===== config.mk =====
export PLATFORM = sky130hd
export DESIGN_NAME = zero_xing_monitor
export DESIGN_NICKNAME = d
export VERILOG_FILES = /design/src/rtl/zero_xing_monitor.sv
export SDC_FILE = /design/constraint.sdc
export NUM_CORES = 1
export LEC_CHECK = 0
export CORE_MARGIN = 2
export CORE_UTILIZATION = 42
export CTS_BUF_LIST = sky130_fd_sc_hd__clkbuf_4 sky130_fd_sc_hd__clkbuf_8 sky130_fd_sc_hd__clkbuf_16
export DETAILED_ROUTE_END_ITERATION = 10
export SLEW_MARGIN = 20
export SYNTH_ARGS = -nofsm -noshare
export SYNTH_HDL_FRONTEND = slang
export SYNTH_SLANG_ARGS = --single-unit
export TNS_END_PERCENT = 10

===== constraint.sdc =====
create_clock -name clk -period 25.1 [get_ports clk]
set_input_delay 7.53 -clock clk [delete_from_list [all_inputs] [get_ports clk]]
set_output_delay 7.53 -clock clk [all_outputs]
set_load 0.05 [all_outputs]

===== src/rtl/zero_xing_monitor.sv =====
// Per-channel audio zero-crossing checker: measures samples/period and peak, counts out-of-window results.
// Optional ZXM_P2P_EN: peak becomes peak-to-peak (max - min since last crossing) instead of positive max.
module zero_xing_monitor #(
    parameter int NUM_CH     = 2,
    parameter int WIDTH      = 16,
    parameter int CNT_W      = 12,
    parameter int ERR_W      = 16,
    parameter int WIN_W      = 16,
    parameter int SKIP_XINGS = 10
) (
    input  logic                      clk,
    input  logic                      rst,
    input  logic                      start,
    input  logic                      smp_vld,
    input  logic [NUM_CH*WIDTH-1:0]   smp,
    input  logic [WIN_W-1:0]          num_samples,
    input  logic [CNT_W-1:0]          min_cnt,
    input  logic [CNT_W-1:0]          max_cnt,
    input  logic [WIDTH:0]            min_ampl,
    input  logic [WIDTH:0]            max_ampl,
    output logic                      busy,
    output logic [NUM_CH-1:0]         done,
    output logic [NUM_CH-1:0]         meas_vld,
    output logic [NUM_CH*CNT_W-1:0]   meas_period,
    output logic [NUM_CH*(WIDTH+1)-1:0] meas_peak,
    output logic [NUM_CH*ERR_W-1:0]   freq_err,
    output logic [NUM_CH*ERR_W-1:0]   ampl_err
);
    localparam int XW = $clog2(SKIP_XINGS + 1);

    typedef enum logic [1:0] {ST_IDLE, ST_SKIP, ST_TEST, ST_DONE} state_t;

    logic [NUM_CH-1:0] busy_ch;

    assign busy = |busy_ch;

    for (genvar c = 0; c < NUM_CH; c++) begin : g_ch
        state_t                   state_q, state_n;
        logic signed [WIDTH-1:0]  s;
        logic                     prev_sign_q, xing, chk, last;
        logic [CNT_W-1:0]         cnt_q, cnt_inc, period_q;
        logic signed [WIDTH-1:0]  max_q, max_n;
        logic [WIDTH:0]           peak_n, peak_q;
        logic [XW-1:0]            xcnt_q;
        logic [WIN_W-1:0]         win_q;
        logic [WIN_W:0]           win_inc;
        logic [ERR_W-1:0]         ferr_q, aerr_q;
        logic                     vld_q;

        assign s       = smp[c*WIDTH +: WIDTH];
        assign xing    = smp_vld && prev_sign_q && !s[WIDTH-1];
        assign cnt_inc = (&cnt_q) ? cnt_q : cnt_q + 1'b1;
        assign max_n   = (s > max_q) ? s : max_q;
`ifdef ZXM_P2P_EN
        logic signed [WIDTH-1:0] min_q, min_n;
        assign min_n  = (s < min_q) ? s : min_q;
        // max >= 0 and min <= 0, so the difference always fits WIDTH+1 unsigned bits
        assign peak_n = {max_n[WIDTH-1], max_n} - {min_n[WIDTH-1], min_n};
`else
        assign peak_n = {1'b0, max_n};
`endif
        assign win_inc = {1'b0, win_q} + 1'b1;
        assign last    = (win_inc >= {1'b0, num_samples});
        // an empty window never checks anything
        assign chk     = !start && (state_q == ST_TEST) && xing && (num_samples != '0);

        always_comb begin
            state_n = state_q;
            if (start) begin
                state_n = ST_SKIP;
            end else if (smp_vld) begin
                case (state_q)
                    ST_SKIP: if (xing && xcnt_q == XW'(SKIP_XINGS - 1)) state_n = ST_TEST;
                    ST_TEST: if (last) state_n = ST_DONE;
                    default: ;
                endcase
            end
        end

        always_ff @(posedge clk or posedge rst) begin
            if (rst) state_q <= ST_IDLE;
            else     state_q <= state_n;
        end

        always_ff @(posedge clk or posedge rst) begin
            if (rst) begin
                prev_sign_q <= 1'b0;
                cnt_q       <= '0;
                max_q       <= '0;
`ifdef ZXM_P2P_EN
                min_q       <= '0;
`endif
                xcnt_q      <= '0;
                win_q       <= '0;
                ferr_q      <= '0;
                aerr_q      <= '0;
                period_q    <= '0;
                peak_q      <= '0;
                vld_q       <= 1'b0;
            end else begin
                vld_q <= 1'b0;
                if (start) begin
                    cnt_q  <= '0;
                    max_q  <= '0;
`ifdef ZXM_P2P_EN
                    min_q  <= '0;
`endif
                    xcnt_q <= '0;
                    win_q  <= '0;
                    ferr_q <= '0;
                    aerr_q <= '0;
                end else if (smp_vld) begin
                    prev_sign_q <= s[WIDTH-1];
                    // the crossing sample belongs to the period it closes
                    if (xing) begin
                        cnt_q <= '0;
                        max_q <= '0;
`ifdef ZXM_P2P_EN
                        min_q <= '0;
`endif
                    end else begin
                        cnt_q <= cnt_inc;
                        max_q <= max_n;
`ifdef ZXM_P2P_EN
                        min_q <= min_n;
`endif
                    end
                    if (state_q == ST_SKIP && xing) xcnt_q <= xcnt_q + 1'b1;
                    if (state_q == ST_TEST) win_q <= win_inc[WIN_W-1:0];
                    if (chk) begin
                        vld_q    <= 1'b1;
                        period_q <= cnt_inc;
                        peak_q   <= peak_n;
                        if ((cnt_inc < min_cnt || cnt_inc > max_cnt) && !(&ferr_q))
                            ferr_q <= ferr_q + 1'b1;
                        if ((peak_n < min_ampl || peak_n > max_ampl) && !(&aerr_q))
                            aerr_q <= aerr_q + 1'b1;
                    end
                end
            end
        end

        assign busy_ch[c]                          = (state_q == ST_SKIP) || (state_q == ST_TEST);
        assign done[c]                             = (state_q == ST_DONE);
        assign meas_vld[c]                         = vld_q;
        assign meas_period[c*CNT_W +: CNT_W]       = period_q;
        assign meas_peak[c*(WIDTH+1) +: WIDTH+1]   = peak_q;
        assign freq_err[c*ERR_W +: ERR_W]          = ferr_q;
        assign ampl_err[c*ERR_W +: ERR_W]          = aerr_q;
    end

endmodule

* Word-level counts from Yosys, hierarchy flattened
Cells that the tools add are included.
** Storage, ports and cells
- Bits in registers :: 224
- Output and inout bits :: 127
- Logic and storage cells :: 182
** Operators by class
- Reductions and logical operators :: 65
- Multiplexer cells :: 60
- $add $sub $neg :: 10
- Equality and inequality tests :: 12
- Bitwise operators :: 1
- Magnitude comparators :: 12
** Operators with widths (count)
- 16-bit 2-to-1 mux :: 30
- 12-bit 2-to-1 mux :: 8
- 16-bit by 1-bit adder with 16-bit output, second input constant :: 4
- 16-bit AND reduction :: 4
- 16-bit by 1-bit adder with 17-bit output, second input constant :: 2
- 17-bit by 16-bit >= comparator with 1-bit output :: 2
- 16-bit by 17-bit greater-than comparator with 1-bit output :: 2
- 16-bit by 17-bit < comparator with 1-bit output :: 2
- 16-bit greater-than comparator :: 2
- 12-bit by 1-bit adder with 12-bit output, second input constant :: 2
- 12-bit greater-than comparator :: 2
- 12-bit < comparator :: 2
- 4-bit 2-to-1 mux :: 6
- 12-bit AND reduction :: 2
- 2-bit nonzero test :: 11
- 1-bit logical AND :: 18
- 3-bit AND reduction :: 6
- 2-bit 2-to-1 mux :: 8
- 16-bit nonzero test :: 1
- 3-bit != test, second input constant :: 4
- 2-bit AND reduction :: 5
- 4-bit by 1-bit adder with 4-bit output, second input constant :: 2
- 2-bit == test, second input constant :: 4
- 4-bit == test, second input constant :: 2
- 9 further kinds :: 29

* Depth between registers and ports, before layout
Gate-level depths: netlist of run 1.
- Depth after elaboration :: 9
- Gate-level depth with buffers :: 21
- Gate-level depth less buffers :: 19

* Least setup slack after synthesis of run 1
No wires, ideal clock.
- Path kind :: input port to flip-flop
- Start point :: input smp[31]
- End point :: register g_ch[1].aerr_q[15]
- Arrival :: 11.895 ns
- Setup time :: 0.078 ns
- Setup slack :: 13.127 ns
- Required time :: 25.022 ns
- Cell stages on the path :: 18
- Cells stage by stage :: ha_1 > nand4_1 > or4_1 > a21oi_1 > a211oi_2 > mux2i_2 > buf_2 > mux2_2 > ha_1 > a211oi_1 > o21ai_0 > a31o_2 > a21oi_1 > o211ai_1 > a221o_1 > a21o_1 > or4_1 > a21oi_1
** Between the ends
- Longest elaborated chain between the ends :: 7
- Elaborated cells between the ends (all ways) :: 13
- Classes of those cells :: 3 x order compare; 1 x mux; 9 x reduce/logical
** RTL lines
- start, declared :: RTL line 15 : input logic [NUM_CH*WIDTH-1:0] smp,
- 16-bit greater-than comparator (*) :: RTL line 53 : assign max_n = (s > max_q) ? s : max_q;
- 16-bit 2-to-1 mux (*) :: RTL line 53
- net g_ch[1].max_n[2] :: RTL line 42 : logic signed [WIDTH-1:0] max_q, max_n;
- 16-bit by 17-bit < comparator with 1-bit output / 16-bit by 17-bit greater-than comparator with 1-bit output (equally long branches) :: RTL line 136 : if ((peak_n < min_ampl || peak_n > max_ampl) && !(&aerr_q))
- 1-bit logical OR (*) :: RTL line 136
- 1-bit logical AND (*) :: RTL line 136
- 2-bit nonzero test (no line) (*)
- 3-bit AND reduction (no line) (*)
- end signal, assigned :: RTL line 137 : aerr_q <= aerr_q + 1'b1;
- end, declared :: RTL line 47 : logic [ERR_W-1:0] ferr_q, aerr_q;
Mark *: on every way through the listed nets, which the timed path passes. The rest lies on a longest branch.
A chain may end at the register's enable or synchronous reset.

* Worst setup path after layout of run 1
Same ends and word-level chain as after synthesis.

==> results of run 1 <==
metal layers:
layer	vias up	part of all wire	global-route usage
met5	-	0.00030	0
met4	2	0.021	0.0504
met3	61	0.056	0.0416
met2	294	0.47	0.373
met1	6128	0.45	0.303
li1	6123	-	-
Yosys cell counts (12+ instances only):
| master | count | share of area |
|---|---|---|
| nand2_1 | 118 | 0.029 |
| nand3_1 | 60 | 0.020 |
| ha_1 | 190 | 0.16 |
| a21o_1 | 32 | 0.016 |
| dfrtp_1 | 224 | 0.37 |
| inv_1 | 132 | 0.033 |
| mux2_2 | 78 | 0.058 |
| a21oi_1 | 63 | 0.021 |
| clkbuf_1 | 37 | 0.0091 |
| xor2_1 | 48 | 0.028 |
| nand4_1 | 45 | 0.018 |
| xnor2_1 | 59 | 0.034 |
| a32o_1 | 14 | 0.0092 |
| nor4_1 | 14 | 0.0058 |
| a22o_1 | 45 | 0.026 |
| a211oi_1 | 12 | 0.0059 |
| and3_1 | 25 | 0.010 |
| o21a_1 | 14 | 0.0069 |
| nor2b_1 | 17 | 0.0070 |
| o21ai_0 | 69 | 0.023 |
| nor2_1 | 131 | 0.032 |
| nor3_1 | 12 | 0.0039 |
critical path, stage by stage:
cell             delay, ns
clkdlybuf4s50_1       0.49
ha_1                  0.34
nand4_1               0.13
or4_1                 0.57
a21oi_1               0.17
a211oi_2              0.09
mux2i_2               0.42
buf_4                 0.29
mux2_2                0.39
ha_1                  0.30
a211o_1               0.29
o211ai_1              0.11
a21oi_1               0.10
o31ai_1               0.34
o211ai_1              0.18
a221o_1               0.53
a21o_1                0.34
or4_1                 0.48
a21oi_1               0.14
kinds of logic (layout without fill, tap and decap cells):
kind of cell / after synthesis / count (layout) / synth area share
AO/OA/AOI/OAI: 300 / 300 / 0.137
flip-flops: 224 / 224 / 0.368
AND/OR/NAND/NOR: 491 / 491 / 0.164
adder cells (fa/ha/maj): 190 / 190 / 0.156
XOR/XNOR: 108 / 108 / 0.0634
other: 1 / 2 / 0.000246
multiplexers: 87 / 87 / 0.0639
buffers and inverters: 185 / 429 / 0.0476
sequential cells by signal, indices dropped and copies added (netlist names):
name              cells
g_ch.state_q          4
g_ch.vld_q            2
g_ch.max_q           32
g_ch.peak_q          32
g_ch.prev_sign_q      2
g_ch.cnt_q           24
g_ch.ferr_q          32
g_ch.win_q           32
g_ch.period_q        24
g_ch.aerr_q          32
g_ch.xcnt_q           8
path summary, 6_finish.rpt:
kind / start / to / slack (ns) / cells past startpoint
max: smp[31] / g_ch[1].aerr_q[15] / 12.33 / 19
min: g_ch[0].prev_sign_q / g_ch[0].prev_sign_q / 0.48 / 2
max reg2reg: g_ch[1].max_q[11] / g_ch[1].aerr_q[15] / 19.41 / 19
min reg2reg: g_ch[0].prev_sign_q / g_ch[0].prev_sign_q / 0.48 / 2
max in group asynchronous: rst / g_ch[1].period_q[9] / 15.34 / 4
min in group asynchronous: rst / g_ch[1].win_q[3] / 7.46 / 2
area by class of cell:
cell class / count / area share
clock buffers: 41 / 0.0441
clock inverters: 10 / 0.00607
inverters: 134 / 0.0270
multi-input cells: 1178 / 0.470
flip-flops and latches: 224 / 0.295
well taps: 461 / 0.0304
repair buffers: 244 / 0.127
through the flow:
step / worst slack [ns] / std cells / hold WS, ns / total power, mW
2_1_floorplan: 11.44 / 1587 / 0.438 / 0.506
3_3_place_gp: 11.77 / 2241 / 0.453 / 0.572
3_5_place_dp: 11.73 / 2241 / 0.463 / 0.576
4_1_cts: 12.29 / 2292 / 0.477 / 0.996
5_1_grt: 12.05 / 2292 / 0.516 / 1.03
6_report: 12.33 / 2292 / 0.477 / 0.982
power groups by stage:
stage / Clock, mW / Sequential (mW) / Combinational [mW]
floorplan: 0 / 0.404 / 0.101
global placement: 0 / 0.387 / 0.185
detailed placement: 0 / 0.387 / 0.189
CTS: 0.425 / 0.381 / 0.190
global route: 0.440 / 0.382 / 0.208
finish: 0.413 / 0.381 / 0.189
==> summary.txt, run 1 <==
Status
  – Status: finished with violations
  – Failing checks: DRC

Setup path
  – Crit path DAT: approximately 13 ns
  – Worst EP required: about 26 ns
  – Nature of the critical path endpoint: register
  – Crit path max fanout: 11
  – CP Launch Type: input pin
  – WS Path Type: in -> reg

GRT
  – First-pass GRT wire length: roughly 70000 um
  – Global Route Usage Sum: 0.224
  – GR Overflow Total: 0
  – Number of global-route vias before repair: between 10000 and 15000
  – Largest net degree at the start of global routing: slightly below 90
  – Initial antenna violation count: 1

Logic synthesis
  – Ys flop type: dfrtp_1
  – Post-synth ARST share: 1.00
  – Mapped Cells: around 1600
  – Post-synthesis cell type count: 69
  – Avg Synthesized Cell Area: between 9 and 10 sq um
  – Cell Area, Synth: 0.0152 sq mm
  – Sequential area share after synthesis: 0.368
  – Number of flops mapped to enable cells by yosys: 0
  – Synth warn: 0
  – Synth Register Bits: between 200 and 250

Pwr
  – P per Cell Area: a little over 50 mW/mm^2
  – Flop pwr share: 0.388
  – Switching share of power: 0.288
  – Leakage: slightly below 9 nW
  – Gate power share: 0.192
  – P_int: around 700 uW
  – Switching power total: approximately 280 uW
  – Clock share of power: 0.420
  – Peak VDD IR: 0.0537 mV

STA
  – Max Freq: just under 80 MHz
  – RSZ-0062 raised after global routing: false
  – Worst slew pin tran: 1.03 ns
  – TNS Setup: 0 ns
  – Clock skew: approximately 0.012 ns
  – Setup violators final: 0
  – Relative slew slack: 0.314
  – Minimum clock period: roughly 13 ns
  – Hold Vio Cnt, Final: 0
  – Crit share post-route: 0.509
  – Pins over their slew limit: 0

Floorplanning
  – Die footprint: 0.0378 sq mm
  – IO Pins: 237
  – Die width: approximately 190 um
  – Overall die height: 194 um
  – Core area: around 0.036 sq mm
  – Row Count: 69
  – Initial core utilization: 0.427

Finish
  – Filler cells: 3229
  – Most frequent cells in the layout: clkdlybuf4s50_1, dfrtp_1, ha_1
  – Most common cell after layout, fill and taps aside: clkdlybuf4s50_1
  – Post-layout util: 0.532
  – Diodes inserted: 0
  – Fin nets: 2110
  – Area growth syn-to-layout: 24.6%
  – Share of layout cells above drive strength 1: 0.0923
  – Reg area: 0.00561 sq mm
  – Final instance area: about 0.019 sq mm
  – Area of the multi-input gates: approximately 0.0089 sq mm

Routing
  – Avg WL per Cell: ~19 um
  – Initial drt markers: 597
  – Via count: approximately 13000
  – Number of vias per cell: 5.50
  – Initial DRT Pass Iterations: 11
  – Final WL: 42700 um
  – Drc violations: 15
  – DRT antenna net count: 0

Place
  – Hpwl dp: about 32000 um
  – Dpl cell area: 0.0180 sq mm
  – Placer Congestion: between 0.9 and 1
  – Port-buffer cells: around 230

Clocking
  – Post-CTS Setup Bufs: 0
  – Clk slew on worst S/H paths: roughly 0.060 ns
  – # H-tree levels: 1
  – Clock root buffer: clkbuf_16
  – Post-cts hold buffer count: 0
  – CTS tree: built
  – Clock sink total: 224
  – Post-CTS sizing: 0
  – CTS Buffer Depth: 3
  – Skew-Pair Late Insertion Delay: ~0.56 ns
  – TritonCTS buffer count: 28

Job
  – MaxCap Viol Count: 0

Min path
  – Hold crit path type: reg -> reg
Power figures use the tool's default switching activity.
==> run 2: changes to the inputs <==
--- a/config.mk
+++ b/config.mk
@@ -9,6 +9,7 @@
 export CORE_UTILIZATION = 42
 export CTS_BUF_LIST = sky130_fd_sc_hd__clkbuf_4 sky130_fd_sc_hd__clkbuf_8 sky130_fd_sc_hd__clkbuf_16
 export DETAILED_ROUTE_END_ITERATION = 10
+export PLACE_DENSITY = 0.67
 export SLEW_MARGIN = 20
 export SYNTH_ARGS = -nofsm -noshare
 export SYNTH_HDL_FRONTEND = slang
==> constraint.sdc (replaced) <==
create_clock -name clk -period 11.4 [get_ports clk]
set_input_delay 3.42 -clock clk [delete_from_list [all_inputs] [get_ports clk]]
set_output_delay 3.42 -clock clk [all_outputs]
set_load 0.05 [all_outputs]
==> run 2 against run 1 <==
Compared with the run above:
- the run still ends with DRC left
- core utilization rose by 0.47 points
- combinational power increased by 120%
- sequential share of layout area fell by 0.26 points
- count of clock-buffer cells in the layout shrank 8
- total power grew 140%
- largest cell class unchanged
==> summary.txt, run 2 (synthesized netlist as in run 1, its figures left out) <==
Clocking
  – Clock root buffer: clkbuf_16
  – TritonCTS buffer count: 28 (unchanged)
  – Post-CTS Setup Bufs: 0 (unchanged)
  – # H-tree levels: 1 (unchanged)
  – CTS tree: built
  – Post-CTS sizing: 0 (unchanged)
  – Clk slew on worst S/H paths: 0.06 ns (about the same)
  – Post-cts hold buffer count: 0 (unchanged)
  – Clock sink total: 224 (unchanged)
  – CTS Buffer Depth: 3 (unchanged)
  – Skew-Pair Late Insertion Delay: 0.55 ns (about the same)

GRT
  – First-pass GRT wire length: 68600 um (+0.16%)
  – Largest net degree at the start of global routing: 91 (+2.2%)
  – Initial antenna violation count: 3 (+2)
  – Number of global-route vias before repair: 12700 (+0.46%)
  – Global Route Usage Sum: 0.225 (+0.000934)
  – GR Overflow Total: 0 (unchanged)

Pwr
  – Flop pwr share: 0.363 (-0.025)
  – Peak VDD IR: 0.105 mV (+95%)
  – Leakage: 8.99 nW (+0.68%)
  – P_int: 1.67 mW (+140%)
  – Switching power total: 639 uW (+130%)
  – Switching share of power: 0.276 (-0.0120)
  – Gate power share: 0.181 (-0.011)
  – Overall power: 2.31 mW (+140%)
  – P per Cell Area: 121 mW/mm^2 (+130%)
  – Clock share of power: 0.457 (+0.037)

Setup path
  – Worst reg2reg path endpoint: g_ch[1].aerr_q[15]
  – CP cell instances: clkdlybuf4s50_1, ha_1, nand4_1, or4_1, a21oi_1, a211oi_2, mux2i_2, buf_4, mux2_2, ha_1, a211o_1, o211ai_1, a21oi_1, o31ai_1, o211ai_1, a221o_1, a21o_1, or4_1, a21oi_1
  – Crit path DAT: 9.31 ns (-3.94 ns)
  – Worst R2R Setup Slack: 5.55 ns (-13.86 ns)
  – Critical path's top delay family: compound AO/OA/AOI/OAI gates
  – Critical Path Source: smp[31]
  – Crit path max fanout: 11 (unchanged)
  – Nature of the critical path endpoint: register
  – CP Launch Type: input pin
  – Worst EP required: 11.87 ns (-13.71 ns)
  – Worst path slowest cell: or4_1
  – CP Buf/Inv Count: 2 (unchanged)
  – Cell depth of the worst setup path: 19 (unchanged)
  – Crit-path most repeated cell: a21oi_1
  – Setup crit end: g_ch[1].aerr_q[15]
  – R2R depth: 19 (unchanged)
  – Reg2reg start: g_ch[1].max_q[10]
  – Worst path max stage delay: 0.58 ns (about the same)
  – WS Path Type: in -> reg

Routing
  – Initial DRT Pass Iterations: 11 (unchanged)
  – Via count: 12800 (+1.9%)
  – Avg WL per Cell: 18.9 um (+1.2%)
  – DRT antenna net count: 0 (unchanged)
  – Initial drt markers: 777 (+30%)
  – Drc violations: 38 (+23)
  – Final WL: 43300 um (+1.4%)
  – Number of vias per cell: 5.59 (+1.6%)

Place
  – Worst slack at placement: 2.08 ns (-9.65 ns)
  – Port-buffer cells: 234 (unchanged)
  – Hpwl dp: 32400 um (+0.35%)
  – Dpl cell area: 0.0180 sq mm (about the same)
  – # placed instances: 2241 (unchanged)
  – Placer Congestion: 0.930 (+2.3%)

Finish
  – Share of layout cells above drive strength 1: 0.0928 (+0.000495)
  – Filler cells: 3182 (-1.5%)
  – Final instance area: 0.0191 sq mm (+0.88%)
  – Fin nets: 2110 (unchanged)
  – Most frequent cells in the layout: clkdlybuf4s50_1, dfrtp_1, ha_1
  – Post-Layout Cell Count: 2297 (+0.22%)
  – Most common cell after layout, fill and taps aside: clkdlybuf4s50_1
  – Post-layout util: 0.537 (+0.00467)
  – Area growth syn-to-layout: 25.7%

Status
  – Status: finished with violations
  – Failing checks: DRC

STA
  – RSZ-0062 raised after global routing: false
  – Worst slew pin tran: 1.08 ns (+0.0499 ns)
  – Relative slew slack: 0.280 (-0.0333)
  – Clock skew: 0.0169 ns (+0.00516 ns)
  – Hold Vio Cnt, Final: 0 (unchanged)
  – Setup violators final: 0 (unchanged)
  – Pins over their slew limit: 0 (unchanged)
  – Final Worst Setup Slack: 2.56 ns (-9.78 ns)
  – Max Freq: roughly 110 MHz
  – Worst hold slack: 0.486 ns (+0.00852 ns)
  – TNS Setup: 0 ns (unchanged)
  – Minimum clock period: 8.84 ns
  – Crit share post-route: 0.776

Floorplanning
  – Row Count: 69 (unchanged)
  – Overall die height: 194 um (unchanged)
  – Initial core utilization: 0.427 (unchanged)
  – Die footprint: 0.0378 sq mm (unchanged)
  – IO Pins: 237 (unchanged)
  – Core area: 0.0357 sq mm (unchanged)
  – Die width: 194 um (unchanged)

Min path
  – Hold crit path type: reg -> reg

Job
  – MaxCap Viol Count: 0 (unchanged)
[run 2: worst min-delay path by stage]
| stage | startpoint | end | slack [ns] | cells after the start |
|---|---|---|---|---|
| after CTS | g_ch[0].prev_sign_q | g_ch[0].prev_sign_q | 0.49 | 2 |
| after global placement | g_ch[0].prev_sign_q | g_ch[0].prev_sign_q | 0.45 | 2 |
| after floorplan | g_ch[0].prev_sign_q | g_ch[0].prev_sign_q | 0.44 | 2 |
| final | g_ch[0].prev_sign_q | g_ch[0].prev_sign_q | 0.49 | 2 |
| after global routing | g_ch[0].prev_sign_q | g_ch[0].prev_sign_q | 0.52 | 2 |
| after detailed placement | g_ch[0].prev_sign_q | g_ch[0].prev_sign_q | 0.47 | 2 |
[run 2: tightest hold or removal path, cell delays in order (launching register included)]
cell and delay [ns]:
dfrtp_1 0.34, nand2_1 0.05, nand2_1 0.06
[run 2: layout make-up]
class	instances	area, sq um	area share
Clock buffer	33	768	0.0401
Clock inverter	19	340	0.0178
Timing Repair Buffer	244	2410	0.126
Sequential cell	224	5610	0.293
Multi-Input combinational cell	1178	8910	0.466
Tap cell	461	577	0.0301
Antenna cell	4	10.0	0.000523
Inverter	134	510	0.0267
[run 2: power groups by stage]
stage | Sequential [mW] | Combinational [mW] | Clock [mW]
3_3_place_gp | 0.852 | 0.406 | 0
3_5_place_dp | 0.853 | 0.415 | 0
4_1_cts | 0.839 | 0.419 | 1.08
6_report | 0.839 | 0.418 | 1.06
5_1_grt | 0.841 | 0.458 | 1.11
2_1_floorplan | 0.890 | 0.223 | 0
[run 2: metal layers]
layer,GRT usage,up-vias,wire (um)
li1,-,6141,-
met1,0.311,6242,19900
met2,0.361,379,19500
met3,0.0359,80,2510
met4,0.0729,0,1390
met5,0,-,0
